File: config.mk
export PLATFORM = sky130hd
export DESIGN_NAME = sum_ram_ctrl
export DESIGN_NICKNAME = d
export VERILOG_FILES = /design/src/rtl/acc_pkg.sv /design/src/rtl/dly.sv /design/src/rtl/sum_ram_ctrl.sv
export SDC_FILE = /design/constraint.sdc
export NUM_CORES = 1
export LEC_CHECK = 0
export CAP_MARGIN = 20
export CORE_UTILIZATION = 39
export DETAILED_ROUTE_END_ITERATION = 10
export PLACE_DENSITY = 0.58
export SLEW_MARGIN = 20
export SYNTH_ARGS = -nofsm -noshare
export SYNTH_HDL_FRONTEND = slang
export SYNTH_SLANG_ARGS = --single-unit
File: constraint.sdc
create_clock -name I_clk -period 2.6 [get_ports I_clk]
set_input_delay 0.78 -clock I_clk [delete_from_list [all_inputs] [get_ports I_clk]]
set_output_delay 0.78 -clock I_clk [all_outputs]
set_load 0.005 [all_outputs]
File: src/rtl/acc_pkg.sv
// Shared definitions for sequencing the pipeline_acc ping-pong sum RAM.
package acc_pkg;

  typedef enum logic [2:0] {
    S_IDLE,
    S_ACC,
    S_FLUSH,
    S_CLR,
    S_SWAP,
    S_DRAIN,
    S_DTAIL
  } acc_state_t;

  // Flush must outlast the sum_ram write path so the final beat lands.
  localparam int C_SUM_RAM_WR_LAT = 7;
  localparam int C_FLUSH_DEF      = C_SUM_RAM_WR_LAT + 1;
  localparam int C_RD_LAT_DEF     = 3;

endpackage

File: src/rtl/dly.sv
// Reset-able delay line: O_dout is I_din delayed by C_DLY_NUM clocks.
module dly #(
  parameter int C_DATA_WIDTH = 1,
  parameter int C_DLY_NUM    = 1
) (
  input  logic                    I_clk,
  input  logic                    I_rst,
  input  logic [C_DATA_WIDTH-1:0] I_din,
  output logic [C_DATA_WIDTH-1:0] O_dout
);

  logic [C_DATA_WIDTH-1:0] r_pipe [C_DLY_NUM];

  always_ff @(posedge I_clk) begin
    if (I_rst) begin
      for (int i = 0; i < C_DLY_NUM; i++) r_pipe[i] <= '0;
    end else begin
      r_pipe[0] <= I_din;
      for (int i = 1; i < C_DLY_NUM; i++) r_pipe[i] <= r_pipe[i-1];
    end
  end

  assign O_dout = r_pipe[C_DLY_NUM-1];

endmodule

File: src/rtl/sum_ram_ctrl.sv
// Sequencer for the ping-pong accumulation RAM: accumulate I_npass passes,
// swap banks, then drain the finished bank. All outputs are registered.
module sum_ram_ctrl
  import acc_pkg::*;
#(
  parameter int C_ASIZE  = 10,
  parameter int C_PSIZE  = 8,
  parameter int C_FLUSH  = C_FLUSH_DEF,
  parameter int C_RD_LAT = C_RD_LAT_DEF
) (
  input  logic               I_clk,
  input  logic               I_rst,
  input  logic               I_start,
  input  logic [C_ASIZE:0]   I_len,
  input  logic [C_PSIZE-1:0] I_npass,
  input  logic               I_src_vld,
  output logic               O_busy,
  output logic               O_done,
  output logic               O_dven,
  output logic               O_dv_pre4,
  output logic               O_first_flag,
  output logic               O_wram0_en,
  output logic [C_ASIZE-1:0] O_raddr,
  output logic               O_rd_vld,
  output logic [C_PSIZE-1:0] O_pass_idx
);

  localparam int C_FW = (C_FLUSH > 1) ? $clog2(C_FLUSH) : 1;
  localparam int C_TW = (C_RD_LAT > 1) ? $clog2(C_RD_LAT) : 1;

  acc_state_t         r_state, w_state_nxt;
  logic [C_ASIZE:0]   r_len, w_len_nxt;
  logic [C_PSIZE-1:0] r_npass, w_npass_nxt;
  logic [C_PSIZE-1:0] r_pass, w_pass_nxt;
  logic [C_ASIZE:0]   r_beat_cnt, w_beat_nxt;
  logic [C_FW-1:0]    r_flush_cnt, w_flush_nxt;
  logic [C_TW-1:0]    r_tail_cnt, w_tail_nxt;
  logic [C_ASIZE-1:0] r_raddr, w_raddr_nxt;
  logic               r_dven, w_dven_nxt;
  logic               r_dv_pre4, w_dv_pre4_nxt;
  logic               r_first_flag, w_first_nxt;
  logic               r_wram0_en, w_wram0_en_nxt;
  logic               r_rd_iss, w_rd_iss_nxt;
  logic               r_busy, w_busy_nxt;
  logic               r_done, w_done_nxt;
  logic               w_start_ok;
  logic               w_last_raddr;
  logic               w_last_pass;
  logic               w_rd_vld;

  assign w_start_ok   = I_start && (r_state == S_IDLE) && !r_busy &&
                        (I_len != '0) && (I_npass != '0);
  assign w_last_raddr = ({1'b0, r_raddr} == (r_len - 1'b1));
  assign w_last_pass  = (r_pass == (r_npass - 1'b1));

  // r_beat_cnt counts beats issued up to and including the one on O_dv_pre4 now.
  always_comb begin
    w_state_nxt    = r_state;
    w_len_nxt      = r_len;
    w_npass_nxt    = r_npass;
    w_pass_nxt     = r_pass;
    w_beat_nxt     = r_beat_cnt;
    w_flush_nxt    = r_flush_cnt;
    w_tail_nxt     = r_tail_cnt;
    w_raddr_nxt    = r_raddr;
    w_dven_nxt     = r_dven;
    w_dv_pre4_nxt  = 1'b0;
    w_first_nxt    = r_first_flag;
    w_wram0_en_nxt = r_wram0_en;
    w_rd_iss_nxt   = 1'b0;
    w_done_nxt     = 1'b0;
    case (r_state)
      S_IDLE: begin
        if (w_start_ok) begin
          w_state_nxt   = S_ACC;
          w_len_nxt     = I_len;
          w_npass_nxt   = I_npass;
          w_pass_nxt    = '0;
          w_dven_nxt    = 1'b1;
          w_first_nxt   = 1'b1;
          w_dv_pre4_nxt = I_src_vld;
          w_beat_nxt    = (C_ASIZE+1)'(I_src_vld);
        end
      end
      S_ACC: begin
        if (r_beat_cnt == r_len) begin
          w_state_nxt = S_FLUSH;
          w_flush_nxt = C_FW'(C_FLUSH - 1);
        end else begin
          w_dv_pre4_nxt = I_src_vld;
          w_beat_nxt    = r_beat_cnt + (C_ASIZE+1)'(I_src_vld);
        end
      end
      S_FLUSH: begin
        if (r_flush_cnt == '0) begin
          w_state_nxt = S_CLR;
          w_dven_nxt  = 1'b0;
        end else begin
          w_flush_nxt = r_flush_cnt - 1'b1;
        end
      end
      S_CLR: begin
        w_first_nxt = 1'b0;
        if (w_last_pass) begin
          w_state_nxt    = S_SWAP;
          w_wram0_en_nxt = ~r_wram0_en;
        end else begin
          w_state_nxt   = S_ACC;
          w_pass_nxt    = r_pass + 1'b1;
          w_dven_nxt    = 1'b1;
          w_dv_pre4_nxt = I_src_vld;
          w_beat_nxt    = (C_ASIZE+1)'(I_src_vld);
        end
      end
      S_SWAP: begin
        w_state_nxt  = S_DRAIN;
        w_raddr_nxt  = '0;
        w_rd_iss_nxt = 1'b1;
      end
      S_DRAIN: begin
        if (w_last_raddr) begin
          w_state_nxt = S_DTAIL;
          w_raddr_nxt = '0;
          w_tail_nxt  = C_TW'(C_RD_LAT - 1);
        end else begin
          w_raddr_nxt  = r_raddr + 1'b1;
          w_rd_iss_nxt = 1'b1;
        end
      end
      S_DTAIL: begin
        if (r_tail_cnt == '0) begin
          w_state_nxt = S_IDLE;
          w_done_nxt  = 1'b1;
        end else begin
          w_tail_nxt = r_tail_cnt - 1'b1;
        end
      end
      default: w_state_nxt = S_IDLE;
    endcase
    w_busy_nxt = (w_state_nxt != S_IDLE) || w_done_nxt;
  end

  always_ff @(posedge I_clk) begin
    if (I_rst) begin
      r_state      <= S_IDLE;
      r_len        <= '0;
      r_npass      <= '0;
      r_pass       <= '0;
      r_beat_cnt   <= '0;
      r_flush_cnt  <= '0;
      r_tail_cnt   <= '0;
      r_raddr      <= '0;
      r_dven       <= 1'b0;
      r_dv_pre4    <= 1'b0;
      r_first_flag <= 1'b0;
      r_wram0_en   <= 1'b0;
      r_rd_iss     <= 1'b0;
      r_busy       <= 1'b0;
      r_done       <= 1'b0;
    end else begin
      r_state      <= w_state_nxt;
      r_len        <= w_len_nxt;
      r_npass      <= w_npass_nxt;
      r_pass       <= w_pass_nxt;
      r_beat_cnt   <= w_beat_nxt;
      r_flush_cnt  <= w_flush_nxt;
      r_tail_cnt   <= w_tail_nxt;
      r_raddr      <= w_raddr_nxt;
      r_dven       <= w_dven_nxt;
      r_dv_pre4    <= w_dv_pre4_nxt;
      r_first_flag <= w_first_nxt;
      r_wram0_en   <= w_wram0_en_nxt;
      r_rd_iss     <= w_rd_iss_nxt;
      r_busy       <= w_busy_nxt;
      r_done       <= w_done_nxt;
    end
  end

  dly #(
    .C_DATA_WIDTH (1),
    .C_DLY_NUM    (C_RD_LAT)
  ) u_rd_vld_dly (
    .I_clk  (I_clk),
    .I_rst  (I_rst),
    .I_din  (r_rd_iss),
    .O_dout (w_rd_vld)
  );

  assign O_busy       = r_busy;
  assign O_done       = r_done;
  assign O_dven       = r_dven;
  assign O_dv_pre4    = r_dv_pre4;
  assign O_first_flag = r_first_flag;
  assign O_wram0_en   = r_wram0_en;
  assign O_raddr      = r_raddr;
  assign O_rd_vld     = w_rd_vld;
  assign O_pass_idx   = r_pass;

endmodule

Word level (Yosys, flattened, before mapping)
Memory sizes are Yosys's and may differ from the RTL's.
Cells that the tools add are included.
{ "word_totals": {"ramBits": 3, "inputBits": 23, "output_inout_bits": 25, "ff_bits": 63, "mem_count": 1} }
{ "op_classes": {"n_mux": 41, "n_eq_ne": 17, "bitwise": 4, "addsub": 7, "reduce_logical": 26} }
{ "mem_list": {"columns": ["memory", "words", "width", "rd", "rd_ports_with_merged_regs", "wr", "line", "text"], "rows": [
  ["u_rd_vld_dly.r_pipe", 3, 1, 3, 0, 3, "dly.sv:12", "logic [C_DATA_WIDTH-1:0] r_pipe [C_DLY_NUM];"]
]} }
{ "ops": {"columns": ["cell", "n"], "rows": [
  ["$mux 11", 3],
  ["$pmux 11 s3", 1],
  ["$mux 3", 8],
  ["$pmux 3 s7", 1],
  ["$pmux 10 s2", 1],
  ["$mux 8", 2],
  ["$ne 2x2->1 const B", 8],
  ["$pmux 8 s2", 1],
  ["$mux 1", 15],
  ["$add 11x1->11", 1],
  ["$eq 10x11->1", 1],
  ["$eq 11x11->1", 1],
  ["$reduce_bool 11->1", 1],
  ["$sub 11x1->11 const B", 1],
  ["$add 10x1->10 const B", 1],
  ["$mux 10", 1],
  ["$eq 3x3->1 const B", 3],
  ["$reduce_and 3->1", 3],
  ["$reduce_bool 3->1", 3],
  ["$add 8x1->8 const B", 1],
  ["$eq 8x8->1", 1],
  ["$reduce_and 4->1", 2],
  ["$reduce_bool 2->1", 4],
  ["$reduce_bool 8->1", 1],
  ["18 further kinds", 30]
]} }

Depth between registers and ports, before layout
{ "logic_depth": {"depth_word": 9, "ltp_mapped": 11} }

Hierarchy
A second synthesis with hierarchy kept.
{ "hier_totals": {"hier_cells": 444, "hier_area_um2": 3613.5} }
{ "modules_own_cells": {"columns": ["mod", "cells_each", "area_per_inst_um2", "n_inst"], "rows": [
  ["sum_ram_ctrl", 438, 3534.6, 1],
  ["dly", 6, 78.8, 1]
]} }

Worst setup path before layout
Ideal clock, no wire load.
{ "synth_path": {"kind": "input to register", "startpoint": "input I_start", "endpoint": "register r_pass[7], in the netlist O_pass_idx[7]", "n_path_buf": 0, "path_slack_ns": -0.076, "stages": 6, "setup_time_ns": 0.070, "t_arrival_ns": 2.606, "path_cell_list": "or4b_4 > a211oi_4 > a22oi_1 > a311o_1 > or4_1 > a21oi_1"} }
{ "synth_via": {"elab_chain_cells": 6} }
{ "synth_rtl": {"columns": ["item", "line", "text"], "rows": [
  ["start, declared", "sum_ram_ctrl.sv:13", "input logic I_start,"],
  ["$logic_and 1x1->1 (3 in series)", "sum_ram_ctrl.sv:51", "assign w_start_ok = I_start && (r_state == S_IDLE) && !r_busy &&"],
  ["$logic_and 1x1->1", "sum_ram_ctrl.sv:52", "(I_len != '0) && (I_npass != '0);"],
  ["$ne 2x2->1 (no line)", null, null],
  ["$reduce_and 3->1 (no line)", null, null],
  ["end signal, assigned", "sum_ram_ctrl.sv:164", "r_pass <= w_pass_nxt;"],
  ["end, declared", "sum_ram_ctrl.sv:34", "logic [C_PSIZE-1:0] r_pass, w_pass_nxt;"]
]} }
No other way between the ends.
A chain may end at the register's enable or synchronous reset.

Worst setup path after layout
{ "layout_path": {"startpoint": "input I_start", "endpoint": "register r_pass[1], in the netlist O_pass_idx[1]"} }
Same word-level chain as after synthesis.

==> metrics.md <==
| Metric | Value |
|---|---|
| Area leader, netlist | dfxtp_1 |
| PwrDens | 786 mW/mm2 |
| Post-route setup slack | 66.7 ps |
| Type of origin of the critical path | input port |
| DRT Wirelength | 10100 um |
| Antenna cell count | 0 |
| Fin. Hold Viols | 0 |
| Classification of the worst setup path | in -> reg |
| Sequential area share after synthesis | 35.2% |
| Critical Path Start | I_start |
| Hold Path Origin | u_rd_vld_dly.r_pipe[0][1] |
| Routed vias/inst | 5.41 |
| Share of cells above drive strength 1 | 15.9% |
| # port buffers | 47 |
| Critical path, cell by cell | dlygate4sd2_1, or4b_4, a211oi_4, a22oi_2, a311o_1, buf_4, or3_1, a21oi_2 |
| Slew @ Worst Pin | 638 ps |
| Postcts setup bufs | 0 |
| Syn_nets | 489 |
| Min Clock Period, post-route | 2530 ps |
| Ys Warns | 0 |
| Filler cell count in the final layout | 925 |
| CTS tree | yes |
| Max-Cap Viols | 0 |
| Total track usage | 21.1% |
| Reg-to-Reg Start | r_len[0] |
| HPWL Detailed | 7310 um |
| Worst Hold Class | reg -> reg |
| Fin crit share | 97.4% |
| First-pass GRT wire length | 16800 um |
| Largest net degree at the start of global routing | 29 |
| Most frequent cells in the layout | dfxtp_1 (65), nand2_1 (60), clkdlybuf4s50_1 (46) |
| Top FF cell, synth | dfxtp_1 |
| Area of the multi-input gates | 0.00231 mm2 |
| Area of the die | 0.0100 mm2 |
| CTS Root Cell | clkbuf_8 |
| Share of flip-flops with an asynchronous set or reset | 0% |
| Initial Util | 40.4% |
| R2R cell count | 7 |
| Drt pass-1 iters | 4 |
| Core Region | 0.00928 mm2 |
| Syn-to-layout area delta | 32.1% |
| Clock transition at the registers of the reported paths | 80 ps |
| Mapped Cells | 457 |
| Cell Area, Synth | 0.00375 mm2 |
| Synth Area per Inst | 8.21 um2 |
| Worst Skew | 16.7 ps |
| Tot Pwr | 3.90 mW |
| Worst VDD drop | 576 uV |
| Slew HR | 57.1% |
| Largest stage delay, worst path | 470 ps |
| DRC violations left | 0 |
| Initial antenna violation count | 0 |
| Placer Congestion | 0.823 |
| Ranking of synthesized cells by area | dfxtp_1 (35%), xnor2_1 (6.1%), nand2_1 (6.0%) |
| Die X | 100 um |
| Commonest non-fill, non-tap cell in the layout | dfxtp_1 |
| Slowest library cell on the worst path | or4b_4 |
| H-tree Lvls | 3 |
| Total CTS buffers | 9 |
| CTS Buffer Depth | 2 |
| Row count | 35 |
| Post-route ant nets | 0 |
| TNS Setup | 0 ps |
| Total leakage power | 1.79 nW |
| Fmax | 395 MHz |
| DP Area | 0.00466 mm2 |
| Setup-failing EPs final | 0 |
| Netlist cell types | 61 |
| Worst setup EP type | flop |
| Slew Viols, Final | 0 |
| Top-level port count | 48 |
| Drt wl/cell | 15.2 um |
| Cell area after layout | 0.00495 mm2 |
| Yosys reg bits | 66 |
| Seq. cell area | 0.00132 mm2 |
| Sink Count | 66 |
| Post-synth EDFFs | 0 |
| Max Fanout on Critical Path | 4 |
| Share of the synthesized area in the top cell type | 35.2% |
| Clk_lat worst skew | 350 ps |
| Die Y | 100 um |
| Pre-CTS setup slack | -521 ps |
| CP arrival | 2820 ps |
| Vias in the first global route | 3374 |
| DRT iter0 DRCs | 142 |
| Hold depth | 1 |
| Total global routing overflow | 0 |
| RSZ-0062 raised after global routing | no |
| CP Data Required Time | 2880 ps |
| Status | finished, final reports clean |
| Vias | 3616 |
| Nets | 567 |
[final timing paths]
path | end | slack [ps]
max reg2reg | O_raddr[3] | 210
min reg2reg | u_rd_vld_dly.r_pipe[0][2] | 440
max | O_pass_idx[1] | 70
min | u_rd_vld_dly.r_pipe[0][2] | 440
[through the flow]
step | utilization, % | std cells | hold slack, ps
detailed placement | 50.2 | 653 | 424
CTS | 52.9 | 669 | 446
global route | 53.4 | 669 | 460
global placement | 50.2 | 653 | 427
finish | 53.4 | 669 | 441
floorplan | - | 457 | 414
[area by class of cell]
class | count | area share, %
clock buffer | 10 | 2.58
clock inverter | 6 | 2.32
inverter | 14 | 1.06
multi-input combinational | 348 | 46.5
sequential | 66 | 26.7
tap | 129 | 3.26
timing repair buffer | 96 | 17.6
[registers in the layout (all words and copies together), names as in the netlist, 2 cells and up]
name	count
r_beat_cnt	11
r_len	11
O_raddr	10
O_pass_idx	8
r_npass	8
r_flush_cnt	3
r_state	3
u_rd_vld_dly.r_pipe	3
r_tail_cnt	2
[kinds of logic (layout without fill, tap and decap cells)]
kind of cell               Yosys count  count (layout)  synth area share [%]
AOI/OAI and AO/OA                  107             107                  19.2
xor gates and xnor gates            41              41                  9.57
adders and majority gates            9               9                  3.00
buffers and inverters               43             126                  4.80
DFF                                 66              66                  35.2
muxes                                2               2                 0.567
and+or+nand+nor                    189             189                  27.7
[metal layers]
| layer | vias to the layer above | wire (um) | track usage, % |
|---|---|---|---|
| li1 | 1831 | - | - |
| met1 | 1714 | 5060 | 29.8 |
| met2 | 58 | 4620 | 33.3 |
| met3 | 13 | 328 | 3.83 |
| met4 | 0 | 135 | 5.69 |
| met5 | - | 0 | 0 |
[critical path: cells and delay by family]
kind | cells | cell delay [ps]
AND/OR/NAND/NOR | 2 | 800
AO/OA/AOI/OAI | 4 | 850
buffers and inverters | 2 | 380
[cells in the mapped netlist, types with 3 or more instances]
cell,n
or4_1,13
xnor2_1,26
nand3_1,18
or3_1,7
nor4_1,6
nand2b_1,3
xor2_1,15
o31ai_1,13
nor3b_1,3
a31oi_1,5
and2_1,3
nand2_1,60
nor2b_1,13
clkbuf_1,23
ha_1,9
nor3_1,15
buf_2,3
dfxtp_1,66
inv_1,14
a21oi_1,40
o21ai_0,7
nand4_1,11
and3b_1,3
nor2_1,13
a21o_1,3
a211oi_1,13
and3_1,9
[report_power, final]
part	total, mW	switching [mW]	internal, mW	leakage, nW
clock	1.07	0.426	0.641	0.117
combinational	1.55	0.805	0.744	1.13
sequential	1.28	0.148	1.13	0.536
total	3.90	1.38	2.52	1.79
[what timing repair did]
action | 4_1_cts | 5_1_grt
setup endpoints to repair | 18 | 25
hold buffers | 0 | 0
cloned | 0 | 0
pin swaps | 8 | 2
resized for setup | 3 | 11
Note: power is estimated with default switching activity, not from simulation.
